<file path="src/rtl/imem_loader_if.sv">
// Stream and memory-write bundle for the instruction memory loader.
// The master side supplies the byte stream and sinks the memory write port.
// The slave side is the loader itself.
interface imem_loader_if #(
  parameter int ADDR_W = 7
);
  logic              in_valid;
  logic [7:0]        in_data;
  logic              in_ready;
  logic              mem_we;
  logic [ADDR_W-1:0] mem_addr;
  logic [7:0]        mem_wdata;

  modport master (
    output in_valid,
    output in_data,
    input  in_ready,
    input  mem_we,
    input  mem_addr,
    input  mem_wdata
  );

  modport slave (
    input  in_valid,
    input  in_data,
    output in_ready,
    output mem_we,
    output mem_addr,
    output mem_wdata
  );
endinterface

</file>
<file path="src/rtl/imem_loader.sv">
// Byte-stream program loader for the instruction memory.
// Parses SYNC, LEN_LO, LEN_HI, payload and XOR checksum, writes the payload
// one byte per accepted transfer, and keeps the core held until a frame
// arrives intact.
module imem_loader #(
  parameter int         ADDR_W    = 7,
  parameter int         MEM_BYTES = 128,
  parameter logic [7:0] SYNC_BYTE = 8'hA5
) (
  input  logic            clk,
  input  logic            rst,
  imem_loader_if.slave    bus,
  output logic            core_hold,
  output logic            load_done,
  output logic            load_err,
  output logic [ADDR_W:0] bytes_written
);

  localparam int CNT_W = ADDR_W + 1;

  typedef enum logic [2:0] {
    S_IDLE,
    S_LEN_LO,
    S_LEN_HI,
    S_DATA,
    S_CHK,
    S_DONE,
    S_ERR
  } state_t;

  state_t            state;
  state_t            state_next;

  logic [7:0]        len_lo;
  logic [7:0]        len_hi;
  logic [7:0]        xor_sum;
  logic [CNT_W-1:0]  count;
  logic              mem_we_q;
  logic [ADDR_W-1:0] mem_addr_q;
  logic [7:0]        mem_wdata_q;
  logic              core_hold_q;
  logic              load_err_q;

  logic              ready_state;
  logic              xfer;
  logic [15:0]       len_full;
  logic [15:0]       len_latched;
  logic [15:0]       count_plus1;

  logic              start_frame;
  logic              latch_lo;
  logic              latch_hi;
  logic              write_byte;
  logic              enter_err;
  logic              enter_done;

  // The loader takes bytes in every parsing state; the DONE/ERR cycles and
  // reset itself are the only times the stream is back-pressured.
  assign ready_state = (state == S_IDLE)   || (state == S_LEN_LO) ||
                       (state == S_LEN_HI) || (state == S_DATA)   ||
                       (state == S_CHK);
  assign xfer        = bus.in_valid && ready_state;

  // Length as it would be if the current byte were LEN_HI, the length
  // already latched, and the payload count after the current byte.
  assign len_full    = {bus.in_data, len_lo};
  assign len_latched = {len_hi, len_lo};
  assign count_plus1 = 16'(count) + 16'd1;

  // State register; reset aborts any frame in progress.
  always_ff @(posedge clk or posedge rst) begin
    if (rst) begin
      state <= S_IDLE;
    end else begin
      state <= state_next;
    end
  end

  // Frame parser: next state plus one-cycle strobes for the datapath.
  always_comb begin
    state_next  = state;
    start_frame = 1'b0;
    latch_lo    = 1'b0;
    latch_hi    = 1'b0;
    write_byte  = 1'b0;
    enter_err   = 1'b0;
    enter_done  = 1'b0;
    case (state)
      S_IDLE: begin
        if (xfer && (bus.in_data == SYNC_BYTE)) begin
          start_frame = 1'b1;
          state_next  = S_LEN_LO;
        end
      end
      S_LEN_LO: begin
        if (xfer) begin
          latch_lo   = 1'b1;
          state_next = S_LEN_HI;
        end
      end
      S_LEN_HI: begin
        if (xfer) begin
          latch_hi = 1'b1;
          if (len_full > 16'(MEM_BYTES)) begin
            enter_err  = 1'b1;
            state_next = S_ERR;
          end else if (len_full == 16'd0) begin
            state_next = S_CHK;
          end else begin
            state_next = S_DATA;
          end
        end
      end
      S_DATA: begin
        if (xfer) begin
          write_byte = 1'b1;
          if (count_plus1 == len_latched) begin
            state_next = S_CHK;
          end
        end
      end
      S_CHK: begin
        if (xfer) begin
          if (bus.in_data == xor_sum) begin
            enter_done = 1'b1;
            state_next = S_DONE;
          end else begin
            enter_err  = 1'b1;
            state_next = S_ERR;
          end
        end
      end
      S_DONE: begin
        state_next = S_IDLE;
      end
      S_ERR: begin
        state_next = S_IDLE;
      end
      default: begin
        state_next = S_IDLE;
      end
    endcase
  end

  // Length latches; they only matter between LEN_HI and the last payload byte.
  always_ff @(posedge clk or posedge rst) begin
    if (rst) begin
      len_lo <= 8'h00;
      len_hi <= 8'h00;
    end else begin
      if (latch_lo) begin
        len_lo <= bus.in_data;
      end
      if (latch_hi) begin
        len_hi <= bus.in_data;
      end
    end
  end

  // Payload path: registered write port, running XOR and byte count.
  // The count doubles as the write address; the length check in LEN_HI
  // guarantees it never exceeds MEM_BYTES, so the address never wraps.
  always_ff @(posedge clk or posedge rst) begin
    if (rst) begin
      mem_we_q    <= 1'b0;
      mem_addr_q  <= '0;
      mem_wdata_q <= 8'h00;
      count       <= '0;
      xor_sum     <= 8'h00;
    end else begin
      mem_we_q <= write_byte;
      if (start_frame) begin
        count   <= '0;
        xor_sum <= 8'h00;
      end else if (write_byte) begin
        mem_addr_q  <= count[ADDR_W-1:0];
        mem_wdata_q <= bus.in_data;
        count       <= count + CNT_W'(1);
        xor_sum     <= xor_sum ^ bus.in_data;
      end
    end
  end

  // Core hold and sticky error: both re-armed by a new SYNC, hold released
  // only when a frame checks out, error raised by a bad length or checksum.
  always_ff @(posedge clk or posedge rst) begin
    if (rst) begin
      core_hold_q <= 1'b1;
      load_err_q  <= 1'b0;
    end else begin
      if (start_frame) begin
        core_hold_q <= 1'b1;
        load_err_q  <= 1'b0;
      end else if (enter_done) begin
        core_hold_q <= 1'b0;
      end else if (enter_err) begin
        load_err_q <= 1'b1;
      end
    end
  end

  assign bus.in_ready   = ready_state && !rst;
  assign bus.mem_we     = mem_we_q;
  assign bus.mem_addr   = mem_addr_q;
  assign bus.mem_wdata  = mem_wdata_q;
  assign core_hold      = core_hold_q;
  assign load_err       = load_err_q;
  assign load_done      = (state == S_DONE);
  assign bytes_written  = count;

endmodule

</file>
<file path="src/flat_wrapper.sv">
// flat-port wrapper written by rule: the top's interface ports become plain ports
module imem_loader_flat 
#(
  parameter int         ADDR_W    = 7,
  parameter int         MEM_BYTES = 128,
  parameter logic [7:0] SYNC_BYTE = 8'hA5
)
  (clk, rst, core_hold, load_done, load_err, bytes_written, bus_in_valid, bus_in_data, bus_in_ready, bus_mem_we, bus_mem_addr, bus_mem_wdata);
  imem_loader_if #(.ADDR_W(ADDR_W)) bus_i ();
  input  logic clk;
  input  logic rst;
  output logic core_hold;
  output logic load_done;
  output logic load_err;
  output logic [ADDR_W:0] bytes_written;
  input wire logic [$bits(bus_i.in_valid)-1:0] bus_in_valid;
  input wire logic [$bits(bus_i.in_data)-1:0] bus_in_data;
  output wire logic [$bits(bus_i.in_ready)-1:0] bus_in_ready;
  output wire logic [$bits(bus_i.mem_we)-1:0] bus_mem_we;
  output wire logic [$bits(bus_i.mem_addr)-1:0] bus_mem_addr;
  output wire logic [$bits(bus_i.mem_wdata)-1:0] bus_mem_wdata;
  assign bus_i.in_valid = bus_in_valid;
  assign bus_i.in_data = bus_in_data;
  assign bus_in_ready = bus_i.in_ready;
  assign bus_mem_we = bus_i.mem_we;
  assign bus_mem_addr = bus_i.mem_addr;
  assign bus_mem_wdata = bus_i.mem_wdata;
  imem_loader #(.ADDR_W(ADDR_W), .MEM_BYTES(MEM_BYTES), .SYNC_BYTE(SYNC_BYTE)) u_core (.clk(clk), .rst(rst), .bus(bus_i), .core_hold(core_hold), .load_done(load_done), .load_err(load_err), .bytes_written(bytes_written));
endmodule
</file>
<file path="config.mk">
export PLATFORM = sky130hd
export DESIGN_NAME = imem_loader_flat
export DESIGN_NICKNAME = d
export VERILOG_FILES = /design/src/rtl/imem_loader_if.sv /design/src/rtl/imem_loader.sv /design/src/flat_wrapper.sv
export SDC_FILE = /design/constraint.sdc
export NUM_CORES = 1
export LEC_CHECK = 0
export BUFFER_PORTS_ARGS = -buffer_cell sky130_fd_sc_hd__buf_2
export CORE_ASPECT_RATIO = 0.6
export CORE_MARGIN = 4
export CORE_UTILIZATION = 55
export CTS_BUF_LIST = sky130_fd_sc_hd__clkbuf_4 sky130_fd_sc_hd__clkbuf_8
export CTS_CLUSTER_DIAMETER = 40
export DETAILED_ROUTE_END_ITERATION = 16
export HOLD_SLACK_MARGIN = 0.12
export MAX_ROUTING_LAYER = met4
export PLACE_DENSITY = 0.76
export SLEW_MARGIN = 5
export SYNTH_ARGS = -nofsm -noshare
export SYNTH_HDL_FRONTEND = slang
export SYNTH_SLANG_ARGS = --single-unit
</file>
<file path="constraint.sdc">
create_clock -name clk -period 2.9 [get_ports clk]
set_input_delay 0 -clock clk [delete_from_list [all_inputs] [get_ports clk]]
set_output_delay 0 -clock clk [all_outputs]
set_load 0.005 [all_outputs]
</file>
# After elaboration in Yosys (flattened, before gate mapping)
# Index checks and enable logic that the tools add are counted.
[op_classes] n_addsub=2 magnitude_cmp=1 eq_ne=15 muxes=33 bitwise=2 reduce_logical=16
[ops] cell="$mux 8" count=4
[ops] cell="$mux 3" count=8
[ops] cell="$mux 1" count=18
[ops] cell="$eq 16x16->1" count=1
[ops] cell="$gt 16x8->1 const B" count=1
[ops] cell="$logic_not 16->1" count=1
[ops] cell="$pmux 3 s5" count=1
[ops] cell="$ne 2x1->1 const B" count=5
[ops] cell="$add 8x1->9 const B" count=1
[ops] cell="$add 8x1->8 const B" count=1
[ops] cell="$eq 8x8->1" count=1
[ops] cell="$eq 8x8->1 const B" count=1
[ops] cell="$xor 8x8->8" count=1
[ops] cell="$eq 3x2->1 const B" count=2
[ops] cell="$eq 3x3->1 const B" count=2
[ops] cell="$reduce_and 6->1" count=1
[ops] cell="$reduce_bool 2->1" count=3
[ops] cell="$logic_or 1x1->1" count=4
[ops] cell="$ne 2x2->1 const B" count=2
[ops] cell="$reduce_and 2->1" count=2
[ops] cell="$eq 3x1->1 const B" count=1
[ops] cell="$logic_and 1x1->1" count=3
[ops] cell="$logic_not 3->1" count=1
[ops] cell="$mux 2" count=1
[ops] cell="3 further kinds" count=3
[totals] regBits=53 inputBits=11 output_inout_bits=28 word_cells=79

# Depth between registers and ports, before layout
# Gate-level depths: netlist (run 1).
[depth] ltp_word=11 mapped_depth=9 mapped_depth_nobuf=7

# Worst setup path after synthesis (run 1)
# OpenSTA, ideal clock, no wires.
[synth_timing] kind="register to register" startpoint="register u_core.count[6], in the netlist u_core.bytes_written[6]" endpoint="register u_core.state[1]" setup_ps=128 arrival_ps=2287 t_required_ps=2772 path_slack_ps=485 stages_incl_launch_ff=10 path_buffers=3 synth_period_minus_slack_ps=2415 path_cell_list="dfrtp_1 -> buf_2 -> or3b_1 -> or4b_1 -> o2111a_1 -> buf_6 -> and2_4 -> buf_6 -> o21ai_4 -> mux2_1"
[synth_between] elab_chain_cells=4
[synth_lines] element="start, declared" line="imem_loader.sv:37" source="logic [CNT_W-1:0] count;"
[synth_lines] element="start signal, assigned" line="imem_loader.sv:178" source="count <= count + CNT_W'(1);"
[synth_lines] element="$add 8x1->9" line="imem_loader.sv:68" source="assign count_plus1 = 16'(count) + 16'd1;"
[synth_lines] element="$eq 16x16->1" line="imem_loader.sv:117" source="if (count_plus1 == len_latched) begin"
[synth_lines] element="$ne 2x2->1 (no line)"
[synth_lines] element="$reduce_and 6->1 (no line)"
[synth_lines] element="end signal, assigned" line="imem_loader.sv:75" source="state <= state_next;"
[synth_lines] element="end, declared" line="imem_loader.sv:31" source="state_t state;"
# No other way between the ends.
# A chain may end at the register's enable or synchronous reset.

# Worst setup path after layout (run 1)
[layout_timing] startpoint="register u_core.count[5], in the netlist u_core.bytes_written[5]" endpoint="register u_core.state[1]"
# The elaborated chain is that of the path after synthesis.

==> flow_summary.ini, run 1 <==
[layout]
multi_input_area_um2 = 1526
n_fill_cell = 426
post-route-cell-area_um2 = 3426
n_antenna_cell = 0
nNetsFinal = 396
syn2layout_area_growth_pct = 14.27
finish.utilization_pct = 66.46
drive_gt1_share_pct = 16.88
finalNonFillerCells = 451
seq_area_um2 = 1328

[timing]
max_freq_mhz = 392.4
fin_skew_ns = 0.003455
hold_viol = 0
final.setup.tns_ns = 0
period_minus_slack_ns = 2.548
finalWorstSetupSlack_ns = 0.3518
rsz0062_at_grt = false
slew_violations = 0
slew_headroom_pct = 36.33
setup_violations = 0
worstMarginPinSlew_ns = 0.9515
whs_ns = 0.3495
period_share_pct = 87.87

[die]
dieArea_um2 = 6734
die_y_um = 65.19
io_pins = 39
rows = 20
coreArea_um2 = 5155
initial_core_util_pct = 58.16
die_w_um = 103.3

[clock_tree]
htreeDepth = 2
ctsResizeCount = 0
cts_root_buf = clkbuf_8
numCtsBuffers = 5
clkLatencyLatePin_ns = 0.31
cts_tree = done
clk_pin_slew_ns = 0.10
cts_buffer_depth = 2
cts.sinks = 53

[drt]
drc = 0
postRouteAntennaNets = 0
drt_iter0_drc = 183
routed_wl_um = 7521
vias = 2707
via_per_inst = 6.002
first_pass_iters = 5
routedWlPerCell_um = 16.68

[critical_path]
path_class = flip-flop to flip-flop
startpoint_type = flip-flop
slowest_delay_ns = 0.56
path_cells = or3b_1, or4b_1, o2111a_1, and2_4, o21ai_4, mux2_1
slowest_stage = dfrtp_1
crit_fanout = 12
worstPathArrival_ns = 2.75
crit_required_ns = 3.10
end_kind = flip-flop

[global_route]
grt.total_usage_pct = 24.45
grt_max_degree = 35
grt_pass1_vias = 2455
antenna_found_initial = 0
grt_pass1_wl_um = 12310
grt-ovfl-total = 0

[synth]
synth_top_area_share_pct = 43.41
ys_ff_latch = 53
synth_area_um2 = 2998
yosysWarningCount = 0
ys.flop_type = dfrtp_1
syn_avg_cell_area_um2 = 8.664
synth_cell_types = 53
synth_nets = 358
yosysSeqAreaShare_pct = 44.28
synthTopCellsByArea = dfrtp_1 43%, nand2_1 8.4%, o21ai_0 5.0%
synthCells = 346
yosys.area.top_type = dfrtp_1
synth_edf_count = 0
async_flop_share_pct = 100.0

[flow_run]
max_cap_viol_count = 0

[placement]
dp_cells = 433
gp_congestion = 0.9257
post-place-ws_ns = 0.4164
placed_cell_area_um2 = 3206
post-dp-hpwl_um = 5373
portBuffers = 38

[min_path]
holdCritPathClass = primary input to async pin

[power_and_ir_drop]
internal_power_mw = 1.765
leakage_nw = 1.525
swShare_pct = 37.88
power_frac_clock_pct = 19.1
finalPower_mw = 2.841
combinationalPowerShare_pct = 38.3
pwr_density_cell_nw_per_um2 = 829.2
p_seq_share_pct = 42.6
max-vdd-ir-drop_mv = 0.4471
p_switching_mw = 1.076

[outcome]
status = finished clean
path summary, 6_finish.rpt:
kind | to | from | slack, ns | cells after the start
max in group asynchronous | u_core.xor_sum[6] | rst | 1.80 | 4
min in group clk | u_core.bus.mem_wdata[1] | u_core.bus.mem_wdata[1] | 0.48 | 2
setup / recovery | u_core.state[1] | u_core.bytes_written[5] | 0.35 | 6
hold reg to reg | u_core.bus.mem_wdata[1] | u_core.bus.mem_wdata[1] | 0.48 | 2
hold / removal | u_core.bus.mem_addr[5] | rst | 0.35 | 3
setup reg to reg | u_core.state[1] | u_core.bytes_written[5] | 0.35 | 6
cell usage in the layout, fill, tap and decap left out, drive strengths merged, types with 2 or more instances in the layout:
cell type	instances
o21ai	31
nor3	6
xor2	3
nand3	6
and3	2
nand4	9
dfrtp	52
nor4	5
nand2	67
clkbuf	7
dlygate4sd3	10
nor2	35
o211ai	2
a21oi	15
a21boi	2
or3	2
xnor2	16
and2	8
mux2i	8
and4	2
a31oi	2
buf	45
a221oi	8
inv	7
mux2	9
power groups by stage:
stage	Clock (mW)	Sequential (mW)	Combinational, mW
finish	0.542	1.21	1.09
global route	0.580	1.25	1.22
CTS	0.549	1.21	1.08
detailed placement	0	1.22	1.07
global placement	0	1.21	1.03
floorplan	0	1.14	0.834
cell families after synthesis:
family	count (synthesis)	synth area share [%]
AOI/OAI and AO/OA	73	15.44
xor gates and xnor gates	19	5.551
adders and majority gates	1	0.4173
buffers and inverters	31	4.800
DFF	53	44.28
muxes	17	6.052
and+or+nand+nor	152	23.46
per-layer routing:
| metal | part of all wire, % | track usage (%) | wire length (um) | vias up |
|---|---|---|---|---|
| met4 | 0.76 | 4.847 | 57 | 0 |
| met1 | 47 | 36.06 | 3519 | 1298 |
| li1 | - | - | - | 1283 |
| met3 | 8.9 | 3.924 | 673 | 9 |
| met5 | 0 | - | 0 | - |
| met2 | 43 | 35.86 | 3270 | 117 |
flip-flops by register name, summed over array words and instances, names as in the netlist:
register,cells
u_core.bus.mem_wdata,8
u_core.bytes_written,8
u_core.len_hi,8
u_core.len_lo,8
u_core.xor_sum,8
u_core.bus.mem_addr,7
u_core.state,3
u_core.bus.mem_we,1
u_core.core_hold,1
u_core.load_err,1
cells in the mapped netlist, types with 2 or more instances:
cell,n
nand2_1,67
dfrtp_1,52
nor2_1,35
o21ai_0,30
clkbuf_1,17
xnor2_1,16
a21oi_1,15
nand4_1,9
a221oi_1,8
mux2_2,8
mux2i_1,8
and2_1,7
inv_1,7
nand3_1,6
nor3_1,6
nor4_1,5
buf_2,4
buf_6,3
xor2_1,3
a21boi_0,2
a31oi_1,2
and3_1,2
and4_1,2
o211ai_1,2
or3_1,2
area by class of cell:
| type | instances | area share [%] |
|---|---|---|
| Multi-Input combinational cell | 262 | 44.56 |
| Tap cell | 66 | 2.411 |
| Timing Repair Buffer | 55 | 10.01 |
| Clock inverter | 1 | 0.8766 |
| Inverter | 7 | 0.7670 |
| Sequential cell | 53 | 38.75 |
| Clock buffer | 7 | 2.630 |
what timing repair did:
| item | in CTS | in global routing |
|---|---|---|
| endpoints found under the hold margin | 56 | 0 |
| hold buffers | 10 | 0 |
| setup buffers | 0 | 0 |
worst max-delay path, delay by kind of cell, from the launching register on:
| kind | cells | cell delay, ns |
|---|---|---|
| and+or+nand+nor | 3 | 1.13 |
| DFF | 1 | 0.56 |
| AOI/OAI and AO/OA | 2 | 0.42 |
| muxes | 1 | 0.32 |
(Power assumes the default switching activity.)
==> run 2, diff against run 1 <==
==> constraint.sdc (replaced) <==
create_clock -name clk -period 2.9 [get_ports clk]
set_input_delay 0.29 -clock clk [delete_from_list [all_inputs] [get_ports clk]]
set_output_delay 0.29 -clock clk [all_outputs]
set_load 0.005 [all_outputs]
==> run 2 against run 1 <==
Net effect:
- global-route usage grew 1.7 points
- final cell count shrank 1.1%
- register-to-register slack lost 0.03 ns
- critical endpoint unchanged
- largest cell class unchanged
==> flow_summary.ini, run 2 (same netlist as run 1, synthesis figures left out) <==
[outcome]
status = finished clean

[global_route]
antenna_found_initial = 0
grt-ovfl-total = 0
grt.total_usage_pct = 26.19
grt_pass1_wl_um = 13280
grt_max_degree = 35
grt_pass1_vias = 2551

[critical_path]
startpoint_type = flip-flop
crit_fanout = 12
crit_required_ns = 3.09
slowest_delay_ns = 0.56
path_cells = or3b_1, or4b_1, o2111a_1, and2_4, o21ai_4, mux2_1
setup.worst_path.start = u_core.bytes_written[5]
r2r-end = u_core.state[1]
timing.rr.start = u_core.bytes_written[5]
r2r_slack_ns = 0.32
worstPathArrival_ns = 2.77
slowest_stage = dfrtp_1
rr_worst_depth = 6
end_kind = flip-flop
path_class = flip-flop to flip-flop

[placement]
portBuffers = 38
gp_congestion = 0.9097
dp_cells = 438
post-dp-hpwl_um = 5585
placed_cell_area_um2 = 3243

[clock_tree]
numCtsBuffers = 5
cts_tree = done
post-cts-setup-buffers = 0
cts.sinks = 53
cts_root_buf = clkbuf_8
clk_pin_slew_ns = 0.10
clkLatencyLatePin_ns = 0.32
htreeDepth = 2
cts_buffer_depth = 2

[drt]
first_pass_iters = 5
vias = 2671
routedWlPerCell_um = 17.18
drt_iter0_drc = 167
drc = 0
routed_wl_um = 7664
postRouteAntennaNets = 0
via_per_inst = 5.989

[timing]
setup_violations = 0
whs_ns = 0.2819
hold_viol = 0
slew_violations = 0
fin_skew_ns = 0.01427
period_share_pct = 88.94
period_minus_slack_ns = 2.579
rsz0062_at_grt = false
final.setup.tns_ns = 0
worstMarginPinSlew_ns = 0.9055
max_freq_mhz = 387.7
slew_headroom_pct = 39.41

[power_and_ir_drop]
leakage_nw = 1.496
max-vdd-ir-drop_mv = 0.4029
pwr_density_cell_nw_per_um2 = 826.6

[die]
dieArea_um2 = 6734
die_w_um = 103.3
die_y_um = 65.19
rows = 20
coreArea_um2 = 5155
io_pins = 39
initial_core_util_pct = 58.16

[layout]
drive_gt1_share_pct = 18.16
n_fill_cell = 457
seq_area_um2 = 1328
n_antenna_cell = 0
nNetsFinal = 392
syn2layout_area_growth_pct = 11.27
multi_input_area_um2 = 1526
post-route-cell-area_um2 = 3336
finalNonFillerCells = 446
layout_commonest_cell = nand2_1
final_cell_mix = 67 x nand2_1, 52 x dfrtp_1, 38 x buf_2, 35 x nor2_1, 30 x o21ai_0

[min_path]
holdPathEnd = u_core.bus.mem_wdata[6]
hold_depth = 3
hp-start = bus_in_data[6]
holdCritPathClass = primary input to flip-flop

[flow_run]
max_cap_viol_count = 0
## run 2: cell types whose count changed in the layout (fill, tap and decap cells not counted), sizes merged
cell         change
dlygate4sd3      -9
buf              +5
clkbuf           -2
bufinv           -1
clkinv           +1
inv              +1
## run 2: power breakdown
| group | internal (mW) | switching (mW) |
|---|---|---|
| combinational | 0.519 | 0.661 |
| sequential | 0.979 | 0.178 |
| clock | 0.168 | 0.252 |
## run 2: worst max path at each step
stage / endpoint
after floorplan: u_core.state[1]
after global routing: u_core.state[1]
after global placement: u_core.len_lo[0]
after detailed placement: u_core.len_lo[0]
final: u_core.state[1]
after CTS: u_core.len_lo[1]
## run 2: stage by stage
step           utilization, %  power, mW  worst slack [ns]
6_report                64.71      2.757            0.3207
5_1_grt                 64.71      2.993            0.1900
4_1_cts                 64.71      2.762            0.2475
3_5_place_dp            62.91      2.340            0.2548
3_3_place_gp            62.91      2.298            0.3997
2_1_floorplan               -      1.969            0.4850
## run 2: metal layers
layer / part of all wire, % / wire length (um) / vias to the layer above / GRT usage [%]
li1: - / - / 1271 / -
met5: 0 / 0 / - / -
met2: 43 / 3298 / 102 / 37.70
met1: 49 / 3736 / 1289 / 39.55
met3: 7.4 / 568 / 9 / 3.818
met4: 0.78 / 60 / 0 / 5.170
## run 2: area by class of cell
type                    count  area share (%)
clock inverters             2          0.4126
repair buffers             51           8.702
clock buffers               5           2.063
multi-input cells         262           45.76
flip-flops and latches     53           39.80
well taps                  66           2.476
inverters                   7          0.7877
## run 2: timing repair
action,4_1_cts,5_1_grt
endpoints found under the setup margin,0,3
hold buffers,1,0
endpoints found under the hold margin,8,0
gates resized for setup,0,1
## run 2: worst max-delay path: cells and delay by family, from the launching register on
family | cells | cell delay (ns)
simple gates | 3 | 1.13
compound gates | 2 | 0.44
mux | 1 | 0.33
flops | 1 | 0.56
==> run 3, diff against run 2 <==
BUFFER_PORTS_ARGS = -buffer_cell sky130_fd_sc_hd__clkbuf_2   (was -buffer_cell sky130_fd_sc_hd__buf_2)
==> run 3 against run 2 <==
Net effect:
- wire length is 1.1% lower
- register-to-register slack is essentially flat
- clock-buffer cell count rose by 1
- critical path type unchanged
==> flow_summary.ini, run 3 (same netlist as run 1, synthesis figures left out) <==
[timing]
fin_skew_ns = 0.005492
worstMarginPinSlew_ns = 0.9646
max_freq_mhz = 389.6
setup_violations = 0
final.setup.tns_ns = 0
slew_violations = 0
period_share_pct = 88.52
period_minus_slack_ns = 2.567
finalWorstSetupSlack_ns = 0.3330
slew_headroom_pct = 35.46
rsz0062_at_grt = false
hold_viol = 0

[layout]
n_fill_cell = 448
syn2layout_area_growth_pct = 12.02
multi_input_area_um2 = 1526
final_cell_mix = 67 x nand2_1, 52 x dfrtp_1, 38 x clkbuf_2, 35 x nor2_1, 30 x o21ai_0
n_antenna_cell = 0
post-route-cell-area_um2 = 3358
drive_gt1_share_pct = 18.80
nNetsFinal = 394
seq_area_um2 = 1328
layout_commonest_cell = nand2_1

[drt]
routed_wl_um = 7581
via_per_inst = 5.991
postRouteAntennaNets = 0
routedWlPerCell_um = 16.88
vias = 2690
first_pass_iters = 5
drt_iter0_drc = 201
drc = 0

[power_and_ir_drop]
leakage_nw = 1.498
pwr_density_cell_nw_per_um2 = 827.8
combinationalPowerShare_pct = 42.6
internal_power_mw = 1.679
max-vdd-ir-drop_mv = 0.4504
p_seq_share_pct = 41.6
power_frac_clock_pct = 15.8
p_switching_mw = 1.101
swShare_pct = 39.59

[clock_tree]
cts_tree = done
cts_buffer_depth = 2
numCtsBuffers = 5
cts_root_buf = clkbuf_8
clk_pin_slew_ns = 0.10
htreeDepth = 2
clkLatencyLatePin_ns = 0.31
cts.sinks = 53

[critical_path]
worstPathArrival_ns = 2.77
crit_fanout = 16
timing.rr.start = u_core.state[0]
crit_required_ns = 3.10
end_kind = flip-flop
rr_worst_depth = 5
path_class = flip-flop to flip-flop
startpoint_type = flip-flop
r2r_slack_ns = 0.33
r2r-end = u_core.state[1]

[min_path]
holdCritPathClass = primary input to flip-flop
hold_depth = 3
hp-start = bus_in_data[1]
holdPathEnd = u_core.bus.mem_wdata[1]

[global_route]
grt_util_met3_pct = 4.560
grt_pass1_vias = 2448
use_met2_pct = 34.50
gr-max-usage-layer = met1
grt_pass1_wl_um = 12550
grt_max_degree = 35
use_met1_pct = 37.20
grt-ovfl-total = 0
antenna_found_initial = 0
grt.total_usage_pct = 24.63

[die]
die_y_um = 65.19
die_w_um = 103.3
io_pins = 39
rows = 20
dieArea_um2 = 6734
coreArea_um2 = 5155
initial_core_util_pct = 58.16

[flow_run]
max_cap_viol_count = 0

[placement]
portBuffers = 38
placed_cell_area_um2 = 3258
post-dp-hpwl_um = 5564
gp_congestion = 0.9683
post-place-ws_ns = 0.3428

[outcome]
status = finished clean
run 3: cell count changes in the layout (fill, tap and decap cells not counted), sizes merged:
cell / previous run / this run
clkbuf: 5 / 44
buf: 50 / 14
run 3: what timing repair did:
action,4_1_cts,5_1_grt
gates resized for setup,0,0
hold endpoints to repair,8,0
hold buffers,1,0
buffers inserted,0,0
run 3: worst max-delay path, cell delays in order (launching register included):
cell and delay [ns]:
dfrtp_1 0.40, nor3_1 0.37, a21boi_0 0.46, or2_0 0.75
o21ai_4 0.14, mux2_1 0.34
run 3: final cells by class:
class                      instances  share of cell area [%]
clock inverter                     2                  0.4098
sequential                        53                   39.53
tap                               66                   2.459
clock buffer                       6                   2.273
timing repair buffer              53                   9.091
inverter                           7                  0.7824
multi-input combinational        262                   45.45
run 3: worst max path at each step:
stage | startpoint | endpoint | slack, ns | cells after the start
finish | u_core.state[0] | u_core.state[1] | 0.33 | 5
global route | u_core.state[0] | u_core.len_lo[6] | 0.12 | 6
CTS | u_core.len_lo[5] | u_core.state[1] | 0.39 | 6
detailed placement | bus_in_data[1] | u_core.len_lo[7] | 0.34 | 7
global placement | u_core.len_lo[5] | u_core.state[1] | 0.39 | 6
floorplan | u_core.bytes_written[6] | u_core.state[1] | 0.48 | 9
run 3: metal layers:
| metal | up-vias | routed length (um) | share of wire, % |
|---|---|---|---|
| li1 | 1285 | - | - |
| met1 | 1283 | 3701 | 49 |
| met2 | 117 | 3284 | 43 |
| met3 | 5 | 556 | 7.3 |
| met4 | 0 | 38 | 0.50 |
| met5 | - | 0 | 0 |
run 3: power groups by stage:
stage / logic (mW) / clock network, mW / registers (mW)
3_3_place_gp: 1.15 / 0 / 1.16
3_5_place_dp: 1.17 / 0 / 1.17
4_1_cts: 1.18 / 0.445 / 1.16
2_1_floorplan: 0.834 / 0 / 1.14
5_1_grt: 1.32 / 0.477 / 1.19
6_report: 1.19 / 0.438 / 1.16
run 3: metrics by stage:
stage	hold WS [ns]	utilization [%]	total power, mW	std cells
2_1_floorplan	0.4084	-	1.969	346
3_3_place_gp	0.1994	63.20	2.305	440
3_5_place_dp	0.2089	63.20	2.340	440
4_1_cts	0.2961	65.15	2.781	449
5_1_grt	0.3252	65.15	2.990	449
6_report	0.2967	65.15	2.780	449
